$ cat src/rtl/led_pattern_pkg.sv
// Shared encodings for the LED pattern engine: pattern modes, sweep directions
// and the prescaler counter width helper.
package led_pattern_pkg;

    localparam logic [1:0] MODE_BINARY  = 2'd0;
    localparam logic [1:0] MODE_SCANNER = 2'd1;
    localparam logic [1:0] MODE_BREATHE = 2'd2;
    localparam logic [1:0] MODE_FILL    = 2'd3;

    localparam logic DIR_UP   = 1'b0;
    localparam logic DIR_DOWN = 1'b1;

    function automatic int unsigned div_width(input int unsigned div);
        int unsigned w;
        w = $clog2(div);
        return (w < 1) ? 1 : w;
    endfunction

endpackage

$ cat src/rtl/step_prescaler.sv
// Step prescaler: counts sysclk edges 0..DIV-1 while enabled; tick marks the wrap edge.
module step_prescaler #(
    parameter int unsigned DIV = 8
) (
    input  logic sysclk,
    input  logic rst_n,
    input  logic enable,
    output logic tick
);
    import led_pattern_pkg::*;

    localparam int unsigned CNT_W = div_width(DIV);
    localparam logic [CNT_W-1:0] CNT_LAST = CNT_W'(DIV - 1);

    logic [CNT_W-1:0] div_cnt_q, div_cnt_d;

    assign tick = enable && (div_cnt_q == CNT_LAST);

    always_comb begin
        div_cnt_d = div_cnt_q;
        if (enable) begin
            div_cnt_d = tick ? '0 : div_cnt_q + 1'b1;
        end
    end

    always_ff @(posedge sysclk or negedge rst_n) begin
        if (!rst_n) begin
            div_cnt_q <= '0;
        end else begin
            div_cnt_q <= div_cnt_d;
        end
    end

endmodule

$ cat src/rtl/led_pattern_gen.sv
// LED pattern engine: a prescaled step tick advances one of four patterns
// (binary count, scanner, breathing PWM, thermometer fill) onto a registered LED bank.
module led_pattern_gen #(
    parameter int unsigned SYS_CLK_FREQ = 204_000_000,
    parameter int unsigned STEP_FREQ    = 8,
    parameter int unsigned NUM_LEDS     = 8,
    parameter int unsigned PWM_BITS     = 6
) (
    input  logic                sysclk,
    input  logic                rst_n,
    input  logic                enable,
    input  logic [1:0]          mode,
    output logic [NUM_LEDS-1:0] leds,
    output logic                step_tick
);
    import led_pattern_pkg::*;

    localparam int unsigned DIV   = SYS_CLK_FREQ / STEP_FREQ;
    localparam int unsigned POS_W = (NUM_LEDS > 1) ? $clog2(NUM_LEDS) : 1;
    localparam int unsigned LVL_W = $clog2(NUM_LEDS + 1);

    localparam logic [POS_W-1:0]    POS_LAST  = POS_W'(NUM_LEDS - 1);
    localparam logic [LVL_W-1:0]    LVL_LAST  = LVL_W'(NUM_LEDS);
    localparam logic [PWM_BITS-1:0] DUTY_LAST = '1;

    if (DIV < 2 || NUM_LEDS < 1 || PWM_BITS < 2) begin : g_param_check
        $error("led_pattern_gen: need DIV >= 2, NUM_LEDS >= 1, PWM_BITS >= 2");
    end

    logic step;

    step_prescaler #(
        .DIV(DIV)
    ) u_prescaler (
        .sysclk(sysclk),
        .rst_n (rst_n),
        .enable(enable),
        .tick  (step)
    );

    logic [1:0]          cur_mode_q, cur_mode_d;
    logic [NUM_LEDS-1:0] step_cnt_q, step_cnt_d;
    logic [POS_W-1:0]    pos_q, pos_d;
    logic                pos_dir_q, pos_dir_d;
    logic [PWM_BITS-1:0] duty_q, duty_d;
    logic                duty_dir_q, duty_dir_d;
    logic [LVL_W-1:0]    level_q, level_d;
    logic                level_dir_q, level_dir_d;
    logic [PWM_BITS-1:0] pwm_cnt_q;
    logic [NUM_LEDS-1:0] leds_q, leds_d;
    logic                step_tick_q;

    always_comb begin
        cur_mode_d  = cur_mode_q;
        step_cnt_d  = step_cnt_q;
        pos_d       = pos_q;
        pos_dir_d   = pos_dir_q;
        duty_d      = duty_q;
        duty_dir_d  = duty_dir_q;
        level_d     = level_q;
        level_dir_d = level_dir_q;

        if (step) begin
            if (mode != cur_mode_q) begin
                // Clearing every pattern keeps idle patterns at their initial state,
                // so the next mode entered always starts clean.
                cur_mode_d  = mode;
                step_cnt_d  = '0;
                pos_d       = '0;
                pos_dir_d   = DIR_UP;
                duty_d      = '0;
                duty_dir_d  = DIR_UP;
                level_d     = '0;
                level_dir_d = DIR_UP;
            end else begin
                unique case (cur_mode_q)
                    MODE_BINARY: step_cnt_d = step_cnt_q + 1'b1;
                    MODE_SCANNER: begin
                        if (NUM_LEDS > 1) begin
                            if (pos_dir_q == DIR_UP) begin
                                if (pos_q == POS_LAST) begin
                                    pos_dir_d = DIR_DOWN;
                                    pos_d     = pos_q - 1'b1;
                                end else begin
                                    pos_d = pos_q + 1'b1;
                                end
                            end else if (pos_q == '0) begin
                                pos_dir_d = DIR_UP;
                                pos_d     = pos_q + 1'b1;
                            end else begin
                                pos_d = pos_q - 1'b1;
                            end
                        end
                    end
                    MODE_BREATHE: begin
                        if (duty_dir_q == DIR_UP) begin
                            if (duty_q == DUTY_LAST) begin
                                duty_dir_d = DIR_DOWN;
                                duty_d     = duty_q - 1'b1;
                            end else begin
                                duty_d = duty_q + 1'b1;
                            end
                        end else if (duty_q == '0) begin
                            duty_dir_d = DIR_UP;
                            duty_d     = duty_q + 1'b1;
                        end else begin
                            duty_d = duty_q - 1'b1;
                        end
                    end
                    MODE_FILL: begin
                        if (level_dir_q == DIR_UP) begin
                            if (level_q == LVL_LAST) begin
                                level_dir_d = DIR_DOWN;
                                level_d     = level_q - 1'b1;
                            end else begin
                                level_d = level_q + 1'b1;
                            end
                        end else if (level_q == '0) begin
                            level_dir_d = DIR_UP;
                            level_d     = level_q + 1'b1;
                        end else begin
                            level_d = level_q - 1'b1;
                        end
                    end
                    default: ;
                endcase
            end
        end
    end

    // Breathe compares against the registered duty, so a new duty shows one cycle late.
    always_comb begin
        leds_d = '0;
        unique case (cur_mode_d)
            MODE_BINARY:  leds_d = step_cnt_d;
            MODE_SCANNER: leds_d = NUM_LEDS'(1) << pos_d;
            MODE_BREATHE: leds_d = {NUM_LEDS{pwm_cnt_q < duty_q}};
            MODE_FILL: begin
                for (int i = 0; i < int'(NUM_LEDS); i++) begin
                    leds_d[i] = LVL_W'(i) < level_d;
                end
            end
            default: leds_d = '0;
        endcase
    end

    always_ff @(posedge sysclk or negedge rst_n) begin
        if (!rst_n) begin
            cur_mode_q  <= MODE_BINARY;
            step_cnt_q  <= '0;
            pos_q       <= '0;
            pos_dir_q   <= DIR_UP;
            duty_q      <= '0;
            duty_dir_q  <= DIR_UP;
            level_q     <= '0;
            level_dir_q <= DIR_UP;
            pwm_cnt_q   <= '0;
            leds_q      <= '0;
            step_tick_q <= 1'b0;
        end else begin
            cur_mode_q  <= cur_mode_d;
            step_cnt_q  <= step_cnt_d;
            pos_q       <= pos_d;
            pos_dir_q   <= pos_dir_d;
            duty_q      <= duty_d;
            duty_dir_q  <= duty_dir_d;
            level_q     <= level_d;
            level_dir_q <= level_dir_d;
            pwm_cnt_q   <= pwm_cnt_q + 1'b1;
            leds_q      <= leds_d;
            step_tick_q <= step;
        end
    end

    assign leds      = leds_q;
    assign step_tick = step_tick_q;

endmodule
$ cat config.mk
export PLATFORM = sky130hd
export DESIGN_NAME = led_pattern_gen
export DESIGN_NICKNAME = d
export VERILOG_FILES = /design/src/rtl/led_pattern_pkg.sv /design/src/rtl/step_prescaler.sv /design/src/rtl/led_pattern_gen.sv
export SDC_FILE = /design/constraint.sdc
export NUM_CORES = 1
export LEC_CHECK = 0
export ABC_AREA = 1
export CAP_MARGIN = 10
export CORE_MARGIN = 1
export CORE_UTILIZATION = 45
export CTS_CLUSTER_SIZE = 16
export DETAILED_ROUTE_END_ITERATION = 7
export PLACE_DENSITY = 0.7
export RECOVER_POWER = 100
export SYNTH_ARGS = -nofsm -noshare
export SYNTH_HDL_FRONTEND = slang
export SYNTH_SLANG_ARGS = --single-unit
export TNS_END_PERCENT = 10
$ cat constraint.sdc
create_clock -name sysclk -period 2.6 [get_ports sysclk]
set_input_delay 0.52 -clock sysclk [delete_from_list [all_inputs] [get_ports sysclk]]
set_output_delay 0.52 -clock sysclk [all_outputs]
set_load 0.01 [all_outputs]
==> results.sh <==
export IMPL_die_height_um=100
export IMPL_violations="capacitance limit, slew limit"
export IMPL_gp_congestion=0.919
export IMPL_rows=35
export IMPL_worstSetupPathType="primary input to register"
export IMPL_die_w_um=100
export IMPL_p_per_area_nw_per_um2=453
export IMPL_crit_top_cell="nor2_1"
export IMPL_grt_usage_pct=22.8
export IMPL_dpl_cell_count=728
export IMPL_rsz0062_at_grt="no"
export IMPL_worst_pin_slew_ns=1.67
export IMPL_cp_end_kind="register"
export IMPL_syn_to_final_growth_pct=9.70
export IMPL_numCtsBuffers=9
export IMPL_yosys_cell_types_count=43
export IMPL_postRouteWirelength_um=10300
export IMPL_synth_area_um2=4350
export IMPL_fin_setup_tns_ns=0
export IMPL_vias=3865
export IMPL_final_common_cell="nand2_1"
export IMPL_syn_nets=609
export IMPL_power_mw=2.16
export IMPL_insertion_delay_ns=0.35
export IMPL_clock_skew_final_ns=0.00885
export IMPL_ant_nets=0
export IMPL_synth_adder_area_share_pct=4.89
export IMPL_max_cap_viol_count=1
export IMPL_cts_tree="done"
export IMPL_start_kind="primary input"
export IMPL_io_buffers=13
export IMPL_instances_no_fill=743
export IMPL_grt_pass1_vias=3881
export IMPL_peakVddDrop_uv=273
export IMPL_synth_avg_cell_area_um2=7.41
export IMPL_wl_per_cell_um=13.8
export IMPL_nNetsFinal=632
export IMPL_clockRootBuffer="clkbuf_8"
export IMPL_synth_edff_count=0
export IMPL_via_per_inst=5.20
export IMPL_core_area_um2=9280
export IMPL_dpl_hpwl_um=7810
export IMPL_status="finished with violations"
export IMPL_drive_above_1_share_pct=10.7
export IMPL_timing_fmax_mhz=431
export IMPL_nFillCells=910
export IMPL_total_leakage_power_nw=2.37
export IMPL_synth_xor_area_share_pct=5.24
export IMPL_cpPeakStageDelay_ns=0.50
export IMPL_hold_path_class="register to register"
export IMPL_antenna_found_initial=0
export IMPL_synth_compound_area_share_pct=9.96
export IMPL_hold_violations=0
export IMPL_post_route_min_period_ns=2.32
export IMPL_critPathArrivalTime_ns=2.54
export IMPL_synth_ff_type="dfrtp_1"
export IMPL_relSlewSlack_pct=-11.6
export IMPL_synth_async_reset_ratio_pct=100
export IMPL_grt_start_max_net_pins=67
export IMPL_cp_max_fo=8
export IMPL_htree_num_levels=3
export IMPL_cts_hold_buffers=0
export IMPL_synth_warning_count=0
export IMPL_synthCells=587
export IMPL_cts_path_max_buffers=2
export IMPL_drtPass1Iterations=5
export IMPL_io_pins=14
export IMPL_synth_seq_cells=66
export IMPL_fin_crit_sh_pct=89.3
export IMPL_diodes=0
export IMPL_post_cts_buffers=0
export IMPL_initial_core_util_pct=46.8
export IMPL_final_cell_mix="nand2_1 (144), inv_1 (67), dfrtp_1 (66)"
export IMPL_die_area_um2=10100
export IMPL_grt_pass1_wl_um=17900
export IMPL_drtIter0Drc=186
export IMPL_synthMuxAreaShare_pct=0.259
export IMPL_worstPathRequired_ns=2.82
export IMPL_drc=0
export IMPL_crit_chain="clkdlybuf4s50_1, xor2_1, nor2_1, nand3_2, nor2_1, nor2_1, nor2_1, nand2_1, nand3_1, nand4_1"
export IMPL_finalSetupViolCount=0
export IMPL_synth_simple_area_share_pct=32.7
export IMPL_path_clk_slew_ns=0.07
export IMPL_cts_sinks=66
export IMPL_overflow=0
export IMPL_synth_top_family_by_area="simple AND/OR/NAND/NOR gates"
export IMPL_crit_slowest_cell="clkdlybuf4s50_1"
export IMPL_cts_resized=0
export IMPL_yosysSeqAreaShare_pct=38.0
export IMPL_finalMaxSlewViolations=67
export IMPL_holdWs_ns=0.479
-- metal layers --
| layer | vias up | share of wire (%) | global-route usage, % |
|---|---|---|---|
| met5 | - | 0 | 0 |
| met2 | 99 | 46 | 36.9 |
| met1 | 1807 | 47 | 30.2 |
| li1 | 1945 | - | - |
| met3 | 14 | 4.7 | 4.94 |
| met4 | 0 | 1.4 | 7.47 |
-- worst paths after layout --
| check | from | end | slack, ns | cells after the start |
|---|---|---|---|---|
| setup / recovery | mode[1] | leds[4] | 0.28 | 10 |
| hold / removal | pwm_cnt_q[0] | pwm_cnt_q[0] | 0.48 | 1 |
| setup reg to reg | u_prescaler.div_cnt_q[0] | leds[0] | 0.39 | 12 |
| hold reg to reg | pwm_cnt_q[0] | pwm_cnt_q[0] | 0.48 | 1 |
| max in group asynchronous | rst_n | step_cnt_q[4] | 0.92 | 2 |
| min in group asynchronous | rst_n | u_prescaler.div_cnt_q[14] | 0.69 | 2 |
-- critical path: cells and delay by family --
family	cells	cell delay (ns)
AND/OR/NAND/NOR	8	1.35
XOR/XNOR	1	0.18
buffers and inverters	1	0.50
-- power by group --
group	internal (mW)	leakage, nW	switching (mW)	total, mW
Sequential	1.08	0.804	0.0746	1.15
Clock	0.393	0.0855	0.397	0.789
Combinational	0.0742	1.48	0.144	0.218
-- logic make-up after synthesis --
family / Yosys count
buffers and inverters: 96
muxes: 1
AOI/OAI and AO/OA: 71
adders and majority gates: 17
DFF: 66
xor gates and xnor gates: 26
and+or+nand+nor: 310
-- Yosys cell counts (3+ instances only) --
cell type  number  area, um^2
inv_1          64         240
nor2_2          6        37.5
nor3_1         14        70.1
nand4_1        17         106
nor2_4          4        45.0
o21ai_0        27         135
ha_1           17         213
dfrtp_1        66        1650
nor4_1          3        18.8
nor2_1         59         221
o21ai_1         3        15.0
nand3_1        50         250
nand2_1       143         537
nand2_2         5        31.3
o21ai_2         4        35.0
buf_6           3        33.8
buf_2           3        15.0
xor2_1         24         210
a21oi_1        20         100
inv_2          25        93.8
-- area by class of cell --
cell class | instances | area, um^2 | share of cell area (%)
tap | 129 | 161 | 3.38
multi-input combinational | 425 | 2290 | 48.0
timing repair buffer | 19 | 164 | 3.44
inverter | 89 | 334 | 7.00
sequential | 66 | 1650 | 34.6
clock inverter | 2 | 12.5 | 0.262
clock buffer | 13 | 159 | 3.33
-- registers in the layout (all words and copies together), names as in the netlist, 2 cells and up --
signal                 flops
u_prescaler.div_cnt_q     25
duty_q                     6
step_cnt_q                 8
pwm_cnt_q                  6
level_q                    4
leds                       8
cur_mode_q                 2
pos_q                      3
-- stage by stage --
stage,area [um^2],setup WS (ns),utilization [%]
3_5_place_dp,4640,-0.0162,49.9
2_1_floorplan,4350,0.777,-
3_3_place_gp,4640,-0.00512,49.9
5_1_grt,4770,0.0802,51.4
6_report,4770,0.278,51.4
4_1_cts,4810,0.366,51.8
Power figures use the tool's default switching activity.
